[config.mk]
export PLATFORM = sky130hd
export DESIGN_NAME = ps2_key_encoder
export DESIGN_NICKNAME = d
export VERILOG_FILES = /design/src/rtl/ps2_pkg.sv /design/src/rtl/ps2_frame_rx.sv /design/src/rtl/ps2_key_encoder.sv
export SDC_FILE = /design/constraint.sdc
export NUM_CORES = 1
export LEC_CHECK = 0
export CELL_PAD_IN_SITES_DETAIL_PLACEMENT = 1
export CELL_PAD_IN_SITES_GLOBAL_PLACEMENT = 1
export CORE_MARGIN = 5
export CORE_UTILIZATION = 40
export CTS_CLUSTER_SIZE = 14
export DETAILED_ROUTE_END_ITERATION = 16
export PLACE_DENSITY = 0.79
export SYNTH_ARGS = -nofsm -noshare
export SYNTH_HDL_FRONTEND = slang
export SYNTH_SLANG_ARGS = --single-unit
export TNS_END_PERCENT = 1
[constraint.sdc]
create_clock -name clk_sys -period 5.9 [get_ports clk_sys]
set_input_delay 0.59 -clock clk_sys [delete_from_list [all_inputs] [get_ports clk_sys]]
set_output_delay 0.59 -clock clk_sys [all_outputs]
set_load 0.05 [all_outputs]
[src/rtl/ps2_pkg.sv]
// Shared constants and types for the PS/2 keyboard front end.
package ps2_pkg;

  localparam int unsigned KEY_W = 11;

  // Prefix bytes
  localparam logic [7:0] PS2_EXT   = 8'hE0;
  localparam logic [7:0] PS2_BRK   = 8'hF0;
  localparam logic [7:0] PS2_PAUSE = 8'hE1;

  // Keyboard status / housekeeping bytes that never become key events
  localparam logic [7:0] PS2_BAT    = 8'hAA;
  localparam logic [7:0] PS2_ACK    = 8'hFA;
  localparam logic [7:0] PS2_RESEND = 8'hFE;
  localparam logic [7:0] PS2_ECHO   = 8'hEE;
  localparam logic [7:0] PS2_OVF0   = 8'h00;
  localparam logic [7:0] PS2_OVF1   = 8'hFF;

  // Event word consumed by core keyboard logic
  typedef struct packed {
    logic       toggle;
    logic       pressed;
    logic       extended;
    logic [7:0] code;
  } ps2_key_t;

  // Bit-level receive FSM states
  typedef enum logic [1:0] {
    RX_IDLE = 2'd0,
    RX_RECV = 2'd1,
    RX_STOP = 2'd2
  } rx_state_e;

  // True for bytes that are dropped and reset any pending prefix
  function automatic logic is_discard(input logic [7:0] b);
    return (b == PS2_BAT)  || (b == PS2_ACK)  || (b == PS2_RESEND) ||
           (b == PS2_ECHO) || (b == PS2_OVF0) || (b == PS2_OVF1);
  endfunction

endpackage

[src/rtl/ps2_frame_rx.sv]
// PS/2 line receiver: synchronisers, clock glitch filter, 11-bit frame FSM, timeout.
module ps2_frame_rx #(
  parameter int unsigned FILTER_LEN  = 8,
  parameter int unsigned BIT_TIMEOUT = 5000
) (
  input  logic       clk_sys,
  input  logic       reset,
  input  logic       ps2_clk_i,
  input  logic       ps2_data_i,
  output logic [7:0] rx_byte_c,
  output logic       rx_vld_c,
  output logic       rx_err_c
);
  import ps2_pkg::*;

  localparam int unsigned FLT_W = $clog2(FILTER_LEN + 1);
  localparam int unsigned TMO_W = $clog2(BIT_TIMEOUT + 1);
  localparam int unsigned BCT_W = 4;

  logic             clk_s1_q, clk_s1_d, clk_s2_q, clk_s2_d;
  logic             dat_s1_q, dat_s1_d, dat_s2_q, dat_s2_d;
  logic             flt_q, flt_d;
  logic [FLT_W-1:0] fcnt_q, fcnt_d;
  rx_state_e        state_q, state_d;
  logic [7:0]       shift_q, shift_d;
  logic [BCT_W-1:0] bcnt_q, bcnt_d;
  logic             par_q, par_d;
  logic [TMO_W-1:0] tmo_q, tmo_d;
  logic             sample_c;

  // Next-state logic for synchronisers, filter, frame FSM and timeout
  always_comb begin
    clk_s1_d  = ps2_clk_i;
    clk_s2_d  = clk_s1_q;
    dat_s1_d  = ps2_data_i;
    dat_s2_d  = dat_s1_q;
    flt_d     = flt_q;
    fcnt_d    = '0;
    state_d   = state_q;
    shift_d   = shift_q;
    bcnt_d    = bcnt_q;
    par_d     = par_q;
    tmo_d     = tmo_q;
    rx_vld_c  = 1'b0;
    rx_err_c  = 1'b0;
    rx_byte_c = shift_q;

    // Accept a new clock level only after FILTER_LEN consecutive differing samples
    if (clk_s2_q != flt_q) begin
      if (fcnt_q == FLT_W'(FILTER_LEN - 1)) begin
        flt_d = clk_s2_q;
      end else begin
        fcnt_d = fcnt_q + FLT_W'(1);
      end
    end
    sample_c = flt_q & ~flt_d;

    if (sample_c) begin
      tmo_d = '0;
    end else if (state_q != RX_IDLE) begin
      tmo_d = tmo_q + TMO_W'(1);
    end

    case (state_q)
      RX_IDLE: begin
        if (sample_c && !dat_s2_q) begin
          state_d = RX_RECV;
          bcnt_d  = '0;
        end
      end
      RX_RECV: begin
        if (sample_c) begin
          if (bcnt_q == BCT_W'(8)) begin
            par_d   = dat_s2_q;
            state_d = RX_STOP;
          end else begin
            shift_d = {dat_s2_q, shift_q[7:1]};
            bcnt_d  = bcnt_q + BCT_W'(1);
          end
        end
      end
      RX_STOP: begin
        if (sample_c) begin
          state_d = RX_IDLE;
          if (dat_s2_q && (^{par_q, shift_q})) begin
            rx_vld_c = 1'b1;
          end else begin
            rx_err_c = 1'b1;
          end
        end
      end
      default: state_d = RX_IDLE;
    endcase

    // A sample in the same cycle keeps the frame alive
    if (!sample_c && (state_q != RX_IDLE) && (tmo_q == TMO_W'(BIT_TIMEOUT - 1))) begin
      rx_err_c = 1'b1;
      state_d  = RX_IDLE;
      tmo_d    = '0;
    end
  end

  // Receiver state registers; line idles high so filters preset to 1
  always_ff @(posedge clk_sys or posedge reset) begin
    if (reset) begin
      clk_s1_q <= 1'b1;
      clk_s2_q <= 1'b1;
      dat_s1_q <= 1'b1;
      dat_s2_q <= 1'b1;
      flt_q    <= 1'b1;
      fcnt_q   <= '0;
      state_q  <= RX_IDLE;
      shift_q  <= '0;
      bcnt_q   <= '0;
      par_q    <= 1'b0;
      tmo_q    <= '0;
    end else begin
      clk_s1_q <= clk_s1_d;
      clk_s2_q <= clk_s2_d;
      dat_s1_q <= dat_s1_d;
      dat_s2_q <= dat_s2_d;
      flt_q    <= flt_d;
      fcnt_q   <= fcnt_d;
      state_q  <= state_d;
      shift_q  <= shift_d;
      bcnt_q   <= bcnt_d;
      par_q    <= par_d;
      tmo_q    <= tmo_d;
    end
  end

endmodule

[src/rtl/ps2_key_encoder.sv]
// PS/2 keyboard to 11-bit ps2_key event word: prefix decoding and output register.
module ps2_key_encoder #(
  parameter int unsigned FILTER_LEN  = 8,
  parameter int unsigned BIT_TIMEOUT = 5000,
  parameter int unsigned E1_SKIP     = 7
) (
  input  logic        clk_sys,
  input  logic        reset,
  input  logic        ps2_clk_i,
  input  logic        ps2_data_i,
  output logic [10:0] ps2_key,
  output logic        key_stb,
  output logic        frame_err
);
  import ps2_pkg::*;

  localparam int unsigned SKIP_W = $clog2(E1_SKIP + 1);

  logic [7:0]        rx_byte_c;
  logic              rx_vld_c;
  logic              rx_err_c;

  ps2_key_t          key_q, key_d;
  logic              stb_q, stb_d;
  logic              err_q, err_d;
  logic              ext_q, ext_d;
  logic              brk_q, brk_d;
  logic [SKIP_W-1:0] skip_q, skip_d;

  ps2_frame_rx #(
    .FILTER_LEN (FILTER_LEN),
    .BIT_TIMEOUT(BIT_TIMEOUT)
  ) u_rx (
    .clk_sys   (clk_sys),
    .reset     (reset),
    .ps2_clk_i (ps2_clk_i),
    .ps2_data_i(ps2_data_i),
    .rx_byte_c (rx_byte_c),
    .rx_vld_c  (rx_vld_c),
    .rx_err_c  (rx_err_c)
  );

  // Prefix / pause-skip decoder; line errors leave pending prefixes intact
  always_comb begin
    key_d  = key_q;
    stb_d  = 1'b0;
    err_d  = rx_err_c;
    ext_d  = ext_q;
    brk_d  = brk_q;
    skip_d = skip_q;

    if (rx_vld_c) begin
      if (skip_q != '0) begin
        skip_d = skip_q - SKIP_W'(1);
      end else if (rx_byte_c == PS2_EXT) begin
        ext_d = 1'b1;
      end else if (rx_byte_c == PS2_BRK) begin
        brk_d = 1'b1;
      end else if (rx_byte_c == PS2_PAUSE) begin
        skip_d = SKIP_W'(E1_SKIP);
      end else if (is_discard(rx_byte_c)) begin
        ext_d = 1'b0;
        brk_d = 1'b0;
      end else begin
        key_d.toggle   = ~key_q.toggle;
        key_d.pressed  = ~brk_q;
        key_d.extended = ext_q;
        key_d.code     = rx_byte_c;
        stb_d          = 1'b1;
        ext_d          = 1'b0;
        brk_d          = 1'b0;
      end
    end
  end

  // Decoder flags and registered outputs
  always_ff @(posedge clk_sys or posedge reset) begin
    if (reset) begin
      key_q  <= '0;
      stb_q  <= 1'b0;
      err_q  <= 1'b0;
      ext_q  <= 1'b0;
      brk_q  <= 1'b0;
      skip_q <= '0;
    end else begin
      key_q  <= key_d;
      stb_q  <= stb_d;
      err_q  <= err_d;
      ext_q  <= ext_d;
      brk_q  <= brk_d;
      skip_q <= skip_d;
    end
  end

  assign ps2_key   = key_q;
  assign key_stb   = stb_q;
  assign frame_err = err_q;

endmodule
==> results of run 1 <==
placed cells by master, fill, tap and decap left out, types with 2 or more instances in the layout:
cell	netlist	final
dfrtp_1	50	50
nand2_1	26	26
nor2_1	23	23
ha_1	19	19
inv_1	19	18
clkdlybuf4s50_1	0	16
xnor2_1	15	15
o21ai_0	15	15
nand3_1	9	9
nor3_1	9	9
mux2_4	8	8
nand4_1	6	6
a21oi_1	6	6
clkbuf_8	0	5
dfstp_2	5	5
o21ai_1	4	4
a22oi_1	3	3
nand3b_1	3	3
nor2b_1	3	3
nor4b_1	3	3
or3_1	3	3
mux2i_1	3	3
nand2b_1	2	2
xor2_1	2	2
and2_1	2	2
nor3b_1	2	2
mux2_2	2	2
cells by family after synthesis:
kind of cell | after synthesis
compound gates | 31
xor+xnor | 18
fa+ha+maj | 19
buf+inv | 26
flops | 55
mux | 14
simple gates | 100
cell type report:
cell class | instances | area, um2 | area share
Clock buffer | 6 | 72.6 | 0.0235
Sequential cell | 55 | 1380 | 0.448
Clock inverter | 2 | 13.8 | 0.00446
Timing Repair Buffer | 17 | 168 | 0.0543
Multi-Input combinational cell | 182 | 1280 | 0.414
Tap cell | 80 | 100 | 0.0324
Inverter | 19 | 71.3 | 0.0231
metrics by stage:
stage / setup WS (ps) / util / instance area (um2) / instances / hold WS (ps)
floorplan: 3580 / - / 2770 / 263 / 345
global placement: 3490 / 0.444 / 3000 / 353 / 345
detailed placement: 3410 / 0.444 / 3000 / 353 / 349
CTS: 3400 / 0.457 / 3090 / 361 / 364
global route: 3270 / 0.457 / 3090 / 361 / 370
finish: 3400 / 0.457 / 3090 / 361 / 361
path summary, 6_finish.rpt:
path | endpoint | slack, ps | cells past startpoint
max | ps2_key[0] | 3400 | 7
min | u_rx.dat_s2_q | 360 | 0
max reg2reg | ps2_key[0] | 3400 | 7
min reg2reg | u_rx.dat_s2_q | 360 | 0
max in group asynchronous | u_rx.rx_byte_c[0] | 4640 | 3
min in group asynchronous | u_rx.rx_byte_c[6] | 780 | 3
sequential cells by signal (all words and copies together) (netlist names), 2 cells and up:
register / flops
u_rx.state_q: 2
u_rx.bcnt_q: 4
ps2_key: 11
u_rx.tmo_q: 13
u_rx.rx_byte_c: 8
skip_q: 3
u_rx.fcnt_q: 4
critical path, delay by kind of cell, from the launching register on:
kind / cells / cell delay [ps]
xor+xnor: 2 / 490
fa+ha+maj: 1 / 290
buf+inv: 1 / 100
flops: 1 / 430
mux: 1 / 360
simple gates: 2 / 700
layer usage:
metal / up-vias / GRT usage
met1: 937 / 0.191
li1: 925 / -
met5: - / 0
met4: 0 / 0.0757
met2: 19 / 0.223
met3: 10 / 0.0225
power groups by stage:
stage	registers [W]	logic, W	clock network [W]
6_report	0.000407	0.0000417	0.000206
5_1_grt	0.000410	0.0000494	0.000234
4_1_cts	0.000407	0.0000428	0.000217
3_5_place_dp	0.000414	0.0000417	0
3_3_place_gp	0.000413	0.0000409	0
2_1_floorplan	0.000411	0.0000319	0
==> flow_summary_export.csv, run 1 <==
group,metric,value,unit
routing,viasPerCell,5.24,
critical_path,cp_max_fo,11,
critical_path,endpoint_kind,"flip-flop",
clock_network,htreeDepth,2,
grt,grt_pass1_vias,2073,
routing,ant_nets,0,
final_layout,syn2layout_area_growth,11.5,%
run,max_cap_viol_count,0,
clock_network,cts_tree,"built",
critical_path,critPathRequiredTime,6100,ps
pwr,p_leak,1.39,nW
logic_synthesis,async_reset_ff_frac,1.00,
critical_path,worstSetupPathType,"flip-flop to flip-flop",
critical_path,path_cells,"inv_1, ha_1, xor2_1, xnor3_2, nand3_2, or4_4, mux2_1",
critical_path,r2r-start,"u_rx.rx_byte_c[1]",
clock_network,clkLatencyLatePin,320,ps
clock_network,clk_pin_slew,110,ps
pwr,seqPwrFrac,0.622,
floorplan,fp.coreArea,6760,um2
status,outcome,"completed",
routing,wl,5530,um
logic_synthesis,avgSynthCellArea,10.5,um2
timing,rsz0062_at_grt,"no",
logic_synthesis,synth_top_family_by_area,"simple AND/OR/NAND/NOR gates",
clock_network,cts_made_buffers,5,
timing,finalSetupViolCount,0,
logic_synthesis,synth_ff_type,"dfrtp_1",
logic_synthesis,synthTopCellsByCount,"dfrtp_1, nand2_1, nor2_1, ha_1, inv_1",
pwr,p_sw_frac,0.243,
place,post-dp-hpwl,3930,um
clock_network,cts_resized,0,
pwr,internal-power,0.000495,W
pwr,ir_drop,0.000145,V
final_layout,fillers,760,
final_layout,drive_gt1_frac,0.103,
logic_synthesis,ys_seq_elements,55,
logic_synthesis,synthAdderAreaFrac,0.0859,
logic_synthesis,post-synth-top-area-cell,"dfrtp_1",
logic_synthesis,seq_area_frac_synth,0.499,
clock_network,cts_root_buf,"clkbuf_8",
pwr,p_comb_frac,0.064,
clock_network,cts_sinks,55,
pwr,powerDensity,212,nW/um2
timing,slew_headroom,0.430,
routing,topRoutingLayerUsed,"met4",
final_layout,fin_nets,303,
logic_synthesis,synth-simple-area-share,0.185,
routing,vias,1891,
routing,wl_met2,2500,um
pwr,netSwitchingPower,0.000159,W
place,place.gp.congestion,0.771,
final_layout,n_antenna_cell,0,
timing,finalMaxSlewViolations,0,
worst_hold_path,hold_start,"u_rx.dat_s1_q",
timing,hold_viol_final,0,
logic_synthesis,syn_nets,286,
timing,period_share,0.423,
timing,finalClockSkew,17.0,ps
logic_synthesis,synth_most_common_cell,"dfrtp_1",
place,io_buffers,16,
critical_path,crit_arrival,2690,ps
logic_synthesis,ys_top_cells_by_area,"dfrtp_1, ha_1, dfstp_2, xnor2_1, mux2_4",
critical_path,cp_slowest_stage_delay,580,ps
routing,drt-initial-drc-count,72,
timing,tightestPinTransition,852,ps
logic_synthesis,synth_edf_count,0,
critical_path,start_kind,"flip-flop",
floorplan,ios,17,
logic_synthesis,synth-compound-area-share,0.0619,
clock_network,postCtsSetupBuffers,0,
grt,antenna_found_initial,0,
logic_synthesis,yosysUniqueCellTypes,42,
timing,finalSetupTns,0,ps
grt,grtUsageTotal,0.143,
routing,route.detailed.drc,0,
timing,fin_crit,2500,ps
clock_network,cts_hold_buffers,0,
grt,grt_max_degree,56,
timing,timing.fmax,0.400,GHz
grt,grt_pass1_wl,9880,um
clock_network,clockBufferDepth,2,
critical_path,startpoint,"u_rx.rx_byte_c[1]",
logic_synthesis,synth_top_area_frac,0.452,
routing,post_drt_wl_per_cell,15.3,um
logic_synthesis,synth_mux_area_frac,0.0664,
floorplan,start_util,0.410,
routing,wl_met1,2750,um
logic_synthesis,syn-instance-count,263,
logic_synthesis,syn_area,2770,um2
logic_synthesis,ys_warn_count,0,
floorplan,die_h,93.2,um
critical_path,cp_slowest_cell,"or4_4",
routing,dr_wl_met3,131,um
pwr,finalPower,0.000654,W
logic_synthesis,synthXorXnorAreaFrac,0.0624,
floorplan,die_area,8690,um2
grt,overflow,0,
floorplan,placementRows,30,
worst_hold_path,worstHoldPathType,"flip-flop to flip-flop",
pwr,power.share.clock,0.315,
routing,first_pass_iters,4,
floorplan,die_x,93.2,um
Note: power is estimated with default switching activity, not from simulation.
==> inputs of run 2 (changes only) <==
==> constraint.sdc (replaced) <==
create_clock -name clk_sys -period 2.4 [get_ports clk_sys]
set_input_delay 0.24 -clock clk_sys [delete_from_list [all_inputs] [get_ports clk_sys]]
set_output_delay 0.24 -clock clk_sys [all_outputs]
set_load 0.05 [all_outputs]
==> flow_summary_export.csv, run 2 (synthesized netlist as in run 1, its figures left out) <==
group,metric,value,unit
timing,hold_viol_final,0,
routing,drt-initial-drc-count,104,
floorplan,start_util,0.410,
clock_network,cts_sinks,55,
final_layout,stdcell_count,387,
critical_path,crit_arrival,2590,ps
grt,grt_max_degree,33,
routing,vias,2065,
pwr,seqPwrFrac,0.571,
grt,grt_pass1_wl,10900,um
place,dp_slack,11.5,ps
timing,fin_crit,2390,ps
grt,grt_use_met1,0.209,
pwr,internal-power,0.00135,W
floorplan,ios,17,
pwr,netSwitchingPower,0.000403,W
pwr,powerDensity,513,nW/um2
critical_path,r2r-start,"u_rx.rx_byte_c[2]",
grt,grt_use_met2,0.270,
timing,layout_setup_ws,12.4,ps
critical_path,r2r-end,"ps2_key[0]",
timing,finalMaxSlewViolations,0,
grt,overflow,0,
routing,first_pass_iters,4,
grt,grt_pass1_vias,2241,
final_layout,drive_gt1_frac,0.244,
final_layout,syn2layout_area_growth,23.6,%
routing,route.detailed.drc,0,
floorplan,placementRows,30,
timing,finalSetupViolCount,0,
clock_network,cts_root_buf,"clkbuf_8",
pwr,p_sw_frac,0.230,
grt,grt_busiest_layer,"met2",
place,io_buffers,16,
timing,tightestPinTransition,548,ps
final_layout,n_antenna_cell,0,
clock_network,clk_pin_slew,100,ps
grt,grtUsageTotal,0.160,
floorplan,die_area,8690,um2
final_layout,post-route-util,0.506,
floorplan,fp.coreArea,6760,um2
grt,antenna_found_initial,0,
timing,slew_headroom,0.634,
critical_path,worstRegToRegCells,8,
clock_network,cts_made_buffers,5,
critical_path,endpoint_kind,"flip-flop",
pwr,p_leak,1.55,nW
critical_path,critPathRequiredTime,2600,ps
timing,finalSetupTns,0,ps
final_layout,layout_commonest_cell,"dfrtp_1",
routing,post_drt_wl_per_cell,18.1,um
place,place.gp.congestion,0.815,
worst_hold_path,worstHoldPathType,"primary input to asynchronous set/reset pin",
critical_path,worstSetupPathType,"flip-flop to flip-flop",
clock_network,clkLatencyLatePin,320,ps
clock_network,cts_hold_buffers,0,
pwr,p_comb_frac,0.059,
floorplan,die_h,93.2,um
clock_network,cts_tree,"built",
final_layout,layout_common_cells,"dfrtp_1, nand2_1, nor2_1, buf_4, clkdlybuf4s50_1",
place,post-dp-hpwl,4060,um
critical_path,startpoint,"u_rx.rx_byte_c[2]",
status,outcome,"completed",
pwr,ir_drop,0.000378,V
critical_path,regToRegSetupSlack,10,ps
routing,ant_nets,0,
final_layout,largest_register,"u_rx.tmo_q",
timing,finalClockSkew,8.40,ps
run,max_cap_viol_count,0,
routing,viasPerCell,5.34,
critical_path,cp_max_fo,3,
floorplan,die_x,93.2,um
critical_path,start_kind,"flip-flop",
pwr,power.share.clock,0.370,
routing,wl,7020,um
grt,grtUsageMet3,0.0290,
timing,period_share,0.995,
clock_network,clockBufferDepth,2,
clock_network,htreeDepth,2,
final_layout,fin_nets,329,
place,numPlacedInstances,364,
timing,timing.fmax,0.419,GHz
final_layout,largest_reg_flops,13,
-- run 2: cell count changes in the layout (fill, tap and decap cells not counted), sizes merged --
cell and change:
buf +26, bufinv +1, clkinv -1
-- run 2: power by group through the flow --
| stage | clock network [W] | registers [W] | logic [W] |
|---|---|---|---|
| 2_1_floorplan | 0 | 0.00101 | 0.0000785 |
| 3_3_place_gp | 0 | 0.00102 | 0.000104 |
| 3_5_place_dp | 0 | 0.00102 | 0.000106 |
| 4_1_cts | 0.000668 | 0.000999 | 0.000107 |
| 5_1_grt | 0.000702 | 0.00101 | 0.000119 |
| 6_report | 0.000649 | 0.00100 | 0.000104 |
-- run 2: worst max-delay path by stage --
stage	endpoint	slack, ps	cells after the start
after detailed placement	ps2_key[0]	10	7
after floorplan	ps2_key[1]	80	8
after global placement	ps2_key[0]	90	7
final	ps2_key[0]	10	8
after CTS	ps2_key[0]	9	8
after global routing	ps2_key[0]	-50	8
-- run 2: final cells by class --
cell class	count	area [um2]
clock buffer	6	82.6
clock inverter	2	35.0
fill	751	3330
inverter	19	71.3
multi-input combinational	182	1360
sequential	55	1380
tap	80	100
timing repair buffer	43	387
-- run 2: metrics by stage --
stage	hold WS, ps	total power [W]	area, um2
3_5_place_dp	349	0.00112	3100
5_1_grt	305	0.00183	3420
3_3_place_gp	346	0.00112	3100
2_1_floorplan	244	0.00109	2770
4_1_cts	298	0.00177	3320
6_report	287	0.00175	3420
-- run 2: layer usage --
layer / part of all wire / vias to the layer above
li1: - / 970
met1: 0.44 / 1033
met2: 0.48 / 45
met3: 0.036 / 17
met4: 0.035 / 0
met5: 0 / -
-- run 2: critical path, stage by stage, from the launching register on --
cell and delay [ps]:
dfrtp_1 420, buf_4 140, buf_4 130, ha_2 210, o2111ai_2 250, o21ai_2 110, or4_4 570, buf_6 140
mux2_1 320
-- run 2: timing repair --
action / CTS / global route
setup endpoints to repair: 9 / 10
hold endpoints to repair: 0 / 0
buffers inserted: 9 / 6
resized for setup: 7 / 15
pin swaps: 2 / 2
==> inputs of run 3 (changes only) <==
==> constraint.sdc (replaced) <==
create_clock -name clk_sys -period 2.4 [get_ports clk_sys]
set_input_delay 0.24 -clock clk_sys [delete_from_list [all_inputs] [get_ports clk_sys]]
set_output_delay 0.24 -clock clk_sys [all_outputs]
set_load 0.01 [all_outputs]
==> results of run 3 <==
Final layout, timing and power as in run 2 (identical DEF).
